===== src/rtl/led_sched_pkg.sv =====
// Shared types and constants for the LED frame scheduler.
// Holds the FSM state encoding, the source ids and the frame-period helper.
package led_sched_pkg;

    localparam int MATRIX_W = 256;

    typedef enum logic [2:0] {
        IDLE,
        SELECT,
        LAUNCH,
        WAIT_START,
        WAIT_DONE
    } state_t;

    localparam logic SRC_A = 1'b0;
    localparam logic SRC_B = 1'b1;

    // Clock cycles per refresh; the integer division truncates toward zero.
    function automatic int tick_period(input int clk_freq, input int frame_hz);
        return clk_freq / frame_hz;
    endfunction

endpackage


===== src/rtl/led_frame_scheduler_tick_gen.sv =====
// Free-running refresh timer: counts 0..TICK_PERIOD-1 forever and flags the
// last count as a one-cycle frame tick. TICK_PERIOD must be at least 4.
module frame_tick_gen
    import led_sched_pkg::*;
#(
    parameter int CLK_FREQ = 20000000,
    parameter int FRAME_HZ = 30
) (
    input  logic clock,
    input  logic reset,
    output logic tick
);

    localparam int TICK_PERIOD = tick_period(CLK_FREQ, FRAME_HZ);
    localparam int TW          = $clog2(TICK_PERIOD);
    localparam logic [TW-1:0] LAST_COUNT = TW'(TICK_PERIOD - 1);

    logic [TW-1:0] count;

    // NOTE: clocked state is always written with <= so every register samples
    // the pre-edge values of its neighbours, whatever order the blocks run in.
    always_ff @(posedge clock or posedge reset) begin
        if (reset) begin
            count <= '0;
        end else if (count == LAST_COUNT) begin
            count <= '0;
        end else begin
            count <= count + 1'b1;
        end
    end

    assign tick = (count == LAST_COUNT);

endmodule


===== src/rtl/led_frame_scheduler.sv =====
// Shares one ws2812 strip driver between two 16x16 matrix producers, starting
// one frame per refresh tick with round-robin arbitration between sources.
module led_frame_scheduler
    import led_sched_pkg::*;
#(
    parameter int CLK_FREQ = 20000000,
    parameter int FRAME_HZ = 30,
    parameter int CNT_W    = 16
) (
    input  logic                clock,
    input  logic                reset,
    input  logic                enable,
    input  logic                req_a,
    input  logic [MATRIX_W-1:0] matrix_a,
    output logic                ack_a,
    input  logic                req_b,
    input  logic [MATRIX_W-1:0] matrix_b,
    output logic                ack_b,
    input  logic                drv_busy,
    output logic                drv_update,
    output logic [MATRIX_W-1:0] drv_matrix,
    output logic [CNT_W-1:0]    frame_cnt,
    output logic                overrun,
    input  logic                clr_overrun
);

    state_t state;
    state_t state_next;

    logic tick;
    logic grant_valid;
    logic grant_src;
    logic last_grant;
    logic frame_done;
    logic overrun_set;

    frame_tick_gen #(
        .CLK_FREQ (CLK_FREQ),
        .FRAME_HZ (FRAME_HZ)
    ) u_tick_gen (
        .clock (clock),
        .reset (reset),
        .tick  (tick)
    );

    // Round robin: on a tie the source that did not win last time is granted.
    always_comb begin
        grant_valid = req_a | req_b;
        if (req_a && req_b) begin
            grant_src = ~last_grant;
        end else if (req_a) begin
            grant_src = SRC_A;
        end else begin
            grant_src = SRC_B;
        end
    end

    always_ff @(posedge clock or posedge reset) begin
        if (reset) begin
            state <= IDLE;
        end else begin
            state <= state_next;
        end
    end

    // NOTE: every combinational output is given a default before the case so
    // no path leaves it unassigned and no latch is inferred.
    always_comb begin
        state_next = state;
        case (state)
            IDLE:       if (tick && enable) state_next = SELECT;
            SELECT:     state_next = LAUNCH;
            LAUNCH:     if (!drv_busy) state_next = WAIT_START;
            WAIT_START: if (drv_busy) state_next = WAIT_DONE;
            WAIT_DONE:  if (!drv_busy) state_next = IDLE;
            default:    state_next = IDLE;
        endcase
    end

    always_comb begin
        ack_a      = 1'b0;
        ack_b      = 1'b0;
        drv_update = 1'b0;
        frame_done = 1'b0;
        case (state)
            SELECT: begin
                ack_a = grant_valid && (grant_src == SRC_A);
                ack_b = grant_valid && (grant_src == SRC_B);
            end
            LAUNCH:    drv_update = !drv_busy;
            WAIT_DONE: frame_done = !drv_busy;
            default: ;
        endcase
    end

    assign overrun_set = tick && (state != IDLE);

    // NOTE: drv_matrix is an ordinary register bank, not a memory, so it is
    // reset; a blank frame is what the driver must see before the first grant.
    always_ff @(posedge clock or posedge reset) begin
        if (reset) begin
            drv_matrix <= '0;
            last_grant <= SRC_B;
        end else if (ack_a || ack_b) begin
            drv_matrix <= ack_a ? matrix_a : matrix_b;
            last_grant <= grant_src;
        end
    end

    always_ff @(posedge clock or posedge reset) begin
        if (reset) begin
            frame_cnt <= '0;
        end else if (frame_done) begin
            frame_cnt <= frame_cnt + 1'b1;
        end
    end

    // A dropped tick outranks a simultaneous clear so the overrun is not lost.
    always_ff @(posedge clock or posedge reset) begin
        if (reset) begin
            overrun <= 1'b0;
        end else if (overrun_set) begin
            overrun <= 1'b1;
        end else if (clr_overrun) begin
            overrun <= 1'b0;
        end
    end

endmodule


===== config.mk =====
export PLATFORM = sky130hd
export DESIGN_NAME = led_frame_scheduler
export DESIGN_NICKNAME = d
export VERILOG_FILES = /design/src/rtl/led_sched_pkg.sv /design/src/rtl/led_frame_scheduler_tick_gen.sv /design/src/rtl/led_frame_scheduler.sv
export SDC_FILE = /design/constraint.sdc
export NUM_CORES = 1
export LEC_CHECK = 0
export ABC_AREA = 1
export ABC_CLOCK_PERIOD_IN_PS = 11150
export CAP_MARGIN = 20
export CORE_AREA = 2 2 308 310
export DETAILED_ROUTE_END_ITERATION = 10
export DIE_AREA = 0 0 310 312
export HOLD_SLACK_MARGIN = 0.05
export SYNTH_ARGS = -nofsm -noshare
export SYNTH_HDL_FRONTEND = slang
export SYNTH_SLANG_ARGS = --single-unit
export TNS_END_PERCENT = 10

===== constraint.sdc =====
create_clock -name clock -period 11.15 [get_ports clock]
set_clock_uncertainty 0.2 [all_clocks]
set_input_delay 2.23 -clock clock [delete_from_list [all_inputs] [get_ports clock]]
set_output_delay 2.23 -clock clock [all_outputs]
set_load 0.05 [all_outputs]

== After elaboration in Yosys (flattened, before gate mapping) ==
Index checks and enable logic that the tools add are counted.
Widths: inputs -> output; s select.

* Register bits after elaboration: 297
* Bits of input ports: 519
* Output and inout bits: 276
* Word-level logic and storage cells: 46

* Add/sub/neg operators: 2
* Equal/unequal tests: 9
* Multiplexer cells: 15
* Bitwise gates (word level): 3
* Reductions and logical operators: 11

{| class="wikitable"
|+ Operators by type and width
! cell !! number
|-
| $mux 256 || 1
|-
| $add 20x1->20 const B || 1
|-
| $eq 20x20->1 const B || 1
|-
| $mux 20 || 1
|-
| $add 16x1->16 const B || 1
|-
| $pmux 3 s5 || 1
|-
| $mux 3 || 4
|-
| $mux 1 || 8
|-
| $ne 2x2->1 const B || 4
|-
| $eq 3x2->1 const B || 2
|-
| $logic_and 1x1->1 || 5
|-
| $reduce_and 4->1 || 1
|-
| $eq 3x1->1 const B || 1
|-
| $eq 3x3->1 const B || 1
|-
| $logic_not 3->1 || 1
|-
| $reduce_bool 3->1 || 1
|-
| $not 1->1 || 2
|-
| $reduce_bool 2->1 || 1
|-
| $logic_not 1->1 || 1
|-
| $logic_or 1x1->1 || 1
|-
| $or 1x1->1 || 1
|}

== Depth between registers and ports, before layout ==
* Depth after elaboration: 6
* Gate-level depth with buffers: 9
* Mapped depth without buffers: 9

== Cells and area by module ==
From an unflattened synthesis, not the netlist that was laid out.

* Cells, all modules: 2,212
* Area total of the unflattened synthesis: 15,521.1 µm²

{| class="wikitable"
|+ Modules (own cells, without submodules)
! module !! instances !! cells each !! area each (µm²) !! sequential area each (µm²)
|-
| led_frame_scheduler || 1 || 2,053 || 14,310.0 || 6,932.9
|-
| frame_tick_gen || 1 || 159 || 1,211.2 || 500.5
|}

== Least setup slack after synthesis ==
Ideal clock, no wire load.

* Kind: in2out
* Start point: input port req_b
* End point: output port ack_a
* Data arrival time: 3,142 ps
* Data required time: 8,720 ps
* Path slack: 5,578 ps
* Stages: 4
* Path buffers: 1
* Cells stage by stage: inv_2 > o21ai_2 > nor2_4 > buf_1

* Longest elaborated chain between the ends: 5
* Elaborated cells between the ends (all ways): 6
* Classes of those cells: 2 x mux; 2 x bitwise; 2 x reduce/logical

{| class="wikitable"
|+ RTL lines
! item !! line !! text
|-
| start, declared || led_frame_scheduler.sv:16 || <nowiki>input logic req_b,</nowiki>
|-
| $logic_and 1x1->1 || led_frame_scheduler.sv:49 || <nowiki>if (req_a && req_b) begin</nowiki>
|-
| $mux 1 || led_frame_scheduler.sv:49 ||
|-
| $not 1->1 || led_frame_scheduler.sv:87 || <nowiki>ack_a = grant_valid && (grant_src == SRC_A);</nowiki>
|-
| $logic_and 1x1->1 * || led_frame_scheduler.sv:87 ||
|-
| $mux 1 * || led_frame_scheduler.sv:85 || <nowiki>case (state)</nowiki>
|-
| end, declared || led_frame_scheduler.sv:15 || <nowiki>output logic ack_a,</nowiki>
|}

Every way passes the cells marked *; elsewhere a longest branch is shown, timed or not.

== Worst setup path after layout ==
* Start point: input port req_b
* End point: output port ack_b

* Longest elaborated chain between the ends: 4
* Elaborated cells between the ends (all ways): 5
* Classes of those cells: 2 x mux; 1 x bitwise; 2 x reduce/logical

{| class="wikitable"
|+ RTL lines
! item !! line !! text
|-
| $logic_and 1x1->1 || led_frame_scheduler.sv:49 ||
|-
| $mux 1 || led_frame_scheduler.sv:49 ||
|-
| $logic_and 1x1->1 * || led_frame_scheduler.sv:88 || <nowiki>ack_b = grant_valid && (grant_src == SRC_B);</nowiki>
|-
| $mux 1 * || led_frame_scheduler.sv:85 ||
|-
| end, declared || led_frame_scheduler.sv:18 || <nowiki>output logic ack_b,</nowiki>
|}

Marks and branches as above.

==> reports/metrics.csv <==
stage,metric,value,unit
outcome,run_status,finished clean,
pwr,power.leakage,9.47,nW
placed_design,gp_congestion,0.855,
yosys,synth_edf_count,0,
clocking,cts_root_buf,clkbuf_16,
clocking,path_clk_slew,0.05,ns
yosys,ys_seq_area_share,54.1,%
yosys,synthXorXnorAreaFrac,1.28,%
critical_path,cp-end-kind,output pin,
clocking,cts.path.max_buffers,3,
clocking,ctsHtreeMaxLevel,2,
drt,drc,0,
floorplanning,ios,795,
timing,finalSetupViolCount,0,
drt,wirelength,68800,um
global_route,grt_overflow_total,0,
timing,tns,0,ns
yosys,yosys_warnings,0,
drt,vias_per_cell,3.97,
global_route,grtUsageTotal,13.5,%
pwr,ir_drop,0.000177,V
critical_path,critical_path_class,in -> out,
critical_path,critical_path_required,8.72,ns
yosys,yosysMostFrequentCell,a21oi_1,
yosys,yosys.area_share.adder,0.273,%
floorplanning,rows,112,
timing,rsz0062_at_grt,no,
yosys,ys_async_sr_fraction,100,%
yosys,synth_top_area_share,53.9,%
floorplanning,die_y,312,um
yosys,synth_common_cells,"a21oi_1 (515), nand2_1 (319), nor2_1 (297)",
global_route,grt_pass1_wl,97800,um
final_layout,finalNonFillerCells,3695,
yosys,muxShareOfSynthArea,0,%
timing,drv_slew,0,
yosys,syn_avg_cell_area,8.25,um^2
yosys,synth_top_family_by_area,compound AO/OA/AOI/OAI gates,
clocking,numCtsBuffers,40,
floorplanning,fp.dieW,310,um
critical_path,arrival,4.45,ns
timing,max_slew_margin,27.5,%
global_route,grt_antenna_before_repair,22,
yosys,synthSimpleGateAreaFrac,18.9,%
yosys,synth_cell_types,31,
global_route,grt_max_degree,118,
final_layout,nNetsFinal,2928,
clocking,tritoncts,built,
placed_design,dp_hpwl,50800,um
yosys,synth-compound-area-share,19.3,%
yosys,syn-cell-area,13700,um^2
job,drv_cap,0,
pwr,finalPower,7.32,mW
yosys,ys_ff_latch,297,
clocking,cts_resized,0,
timing,worst_pin_slew,1.09,ns
drt,ant_nets,0,
drt,drtIter0Drc,864,
timing,fin_crit,6.88,ns
placed_design,dp.cells,3618,
critical_path,start_kind,input pin,
timing,fin_crit_sh,61.7,%
floorplanning,start_util,14.8,%
placed_design,portBuffers,794,
yosys,synth_nets,2187,
clocking,cts_sinks,297,
floorplanning,dieArea,96700,um^2
drt,vias,14700,
timing,max_freq,145,MHz
yosys,ys.flop_type,dfrtp_1,
worst_hold_path,worstHoldPathType,reg -> reg,
clocking,clock_latency,0.57,ns
drt,dr.pass1.iters,5,
clocking,postCtsSetupBuffers,0,
timing,finalHoldViolCount,0,
clocking,hold_buffers,0,
global_route,grt_pass1_vias,14600,
yosys,ys_top_cells_by_area,"dfrtp_1 (54%), a21oi_1 (19%), nand2_1 (8.7%)",
critical_path,critPathMaxFanout,44,
floorplanning,fp.coreArea,93000,um^2
final_layout,synthToLayoutAreaGrowth,75.1,%
final_layout,drive_above_1_share,3.98,%
pwr,power.density,305,nW/um^2
yosys,postSynthCellCount,1665,
drt,avgRoutedWirePerCell,18.6,um
yosys,yosys.area.top_type,dfrtp_1,
## power by group
group	switching, mW	internal [mW]
combinational	2.73	1.39
clock	0.537	0.763
sequential	0.311	1.59
## routing by layer
| layer | GRT usage (%) | part of all wire (%) | vias to the layer above |
|---|---|---|---|
| met4 | 3.56 | 2.4 | 14 |
| met1 | 16.1 | 40 | 6972 |
| met2 | 22.4 | 47 | 607 |
| met3 | 5.23 | 9.7 | 97 |
| li1 | - | - | 6995 |
| met5 | 0 | 0.13 | - |
## logic make-up after synthesis
family,count (synthesis)
AND/OR/NAND/NOR,664
adder cells (fa/ha/maj),3
flip-flops,297
buffers and inverters,156
XOR/XNOR,20
AO/OA/AOI/OAI,525
## sequential cells by signal, indices dropped and copies added, names as in the netlist
signal / cells
u_tick_gen.count: 20
last_grant: 1
state: 3
drv_matrix: 256
frame_cnt: 16
overrun: 1
## worst paths after layout
kind                            depth (start not counted)        endpoint  slack [ns]       start
worst min register to register                          2      last_grant        0.28  last_grant
worst min-delay path                                    2      last_grant        0.28  last_grant
worst max-delay path                                    6           ack_b        4.27       req_b
min in group asynchronous                               2  drv_matrix[72]        1.92       reset
worst max register to register                          8  drv_matrix[49]        7.19    state[2]
max in group asynchronous                               4   drv_matrix[1]        6.75       reset
## cells in the final DEF (no fill, tap or decap)
cell / count
o21ai_0: 6
o21ai_1: 1
a21oi_1: 515
nand4_1: 12
nand3_1: 19
dfstp_2: 1
nand2_1: 319
dfrtp_1: 296
inv_2: 6
bufinv_16: 1
nor2_4: 1
or2_2: 1
clkbuf_16: 41
ha_1: 3
clkinv_2: 6
o211ai_4: 1
nor2_2: 1
xor2_1: 13
xnor2_1: 7
nor3_4: 1
clkbuf_8: 9
clkbuf_1: 10
inv_1: 35
inv_8: 3
clkinvlp_4: 2
buf_12: 1
clkinv_4: 1
diode_2: 3
o22ai_1: 1
buf_4: 16
nor3_1: 12
o21ai_2: 1
nor2_1: 297
inv_6: 4
clkdlybuf4s50_1: 794
or4_1: 1
## stage by stage
| step | setup WS (ns) | area [um^2] | util, % | hold slack [ns] |
|---|---|---|---|---|
| after floorplan | 0.517 | 13700 | - | 0.251 |
| after global placement | 4.24 | 22700 | 24.4 | 0.264 |
| after detailed placement | 4.25 | 22700 | 24.4 | 0.275 |
| after CTS | 4.23 | 24000 | 25.8 | 0.283 |
| after global routing | 4.18 | 24000 | 25.8 | 0.311 |
| final | 4.27 | 24000 | 25.8 | 0.283 |
## critical path, cell delays in order
cell,delay [ns]
clkdlybuf4s50_1,0.58
inv_2,0.06
o21ai_2,0.24
o211ai_4,0.15
inv_8,0.24
clkdlybuf4s50_1,0.88
## layout make-up
class	count	area (um^2)
clock buffer	60	1190
timing repair buffer	811	8090
tap	1254	1570
inverter	44	188
sequential	297	7430
clock inverter	14	119
fill	10200	69000
antenna	3	7.51
multi-input combinational	1212	5450
Power figures use the tool's default switching activity.
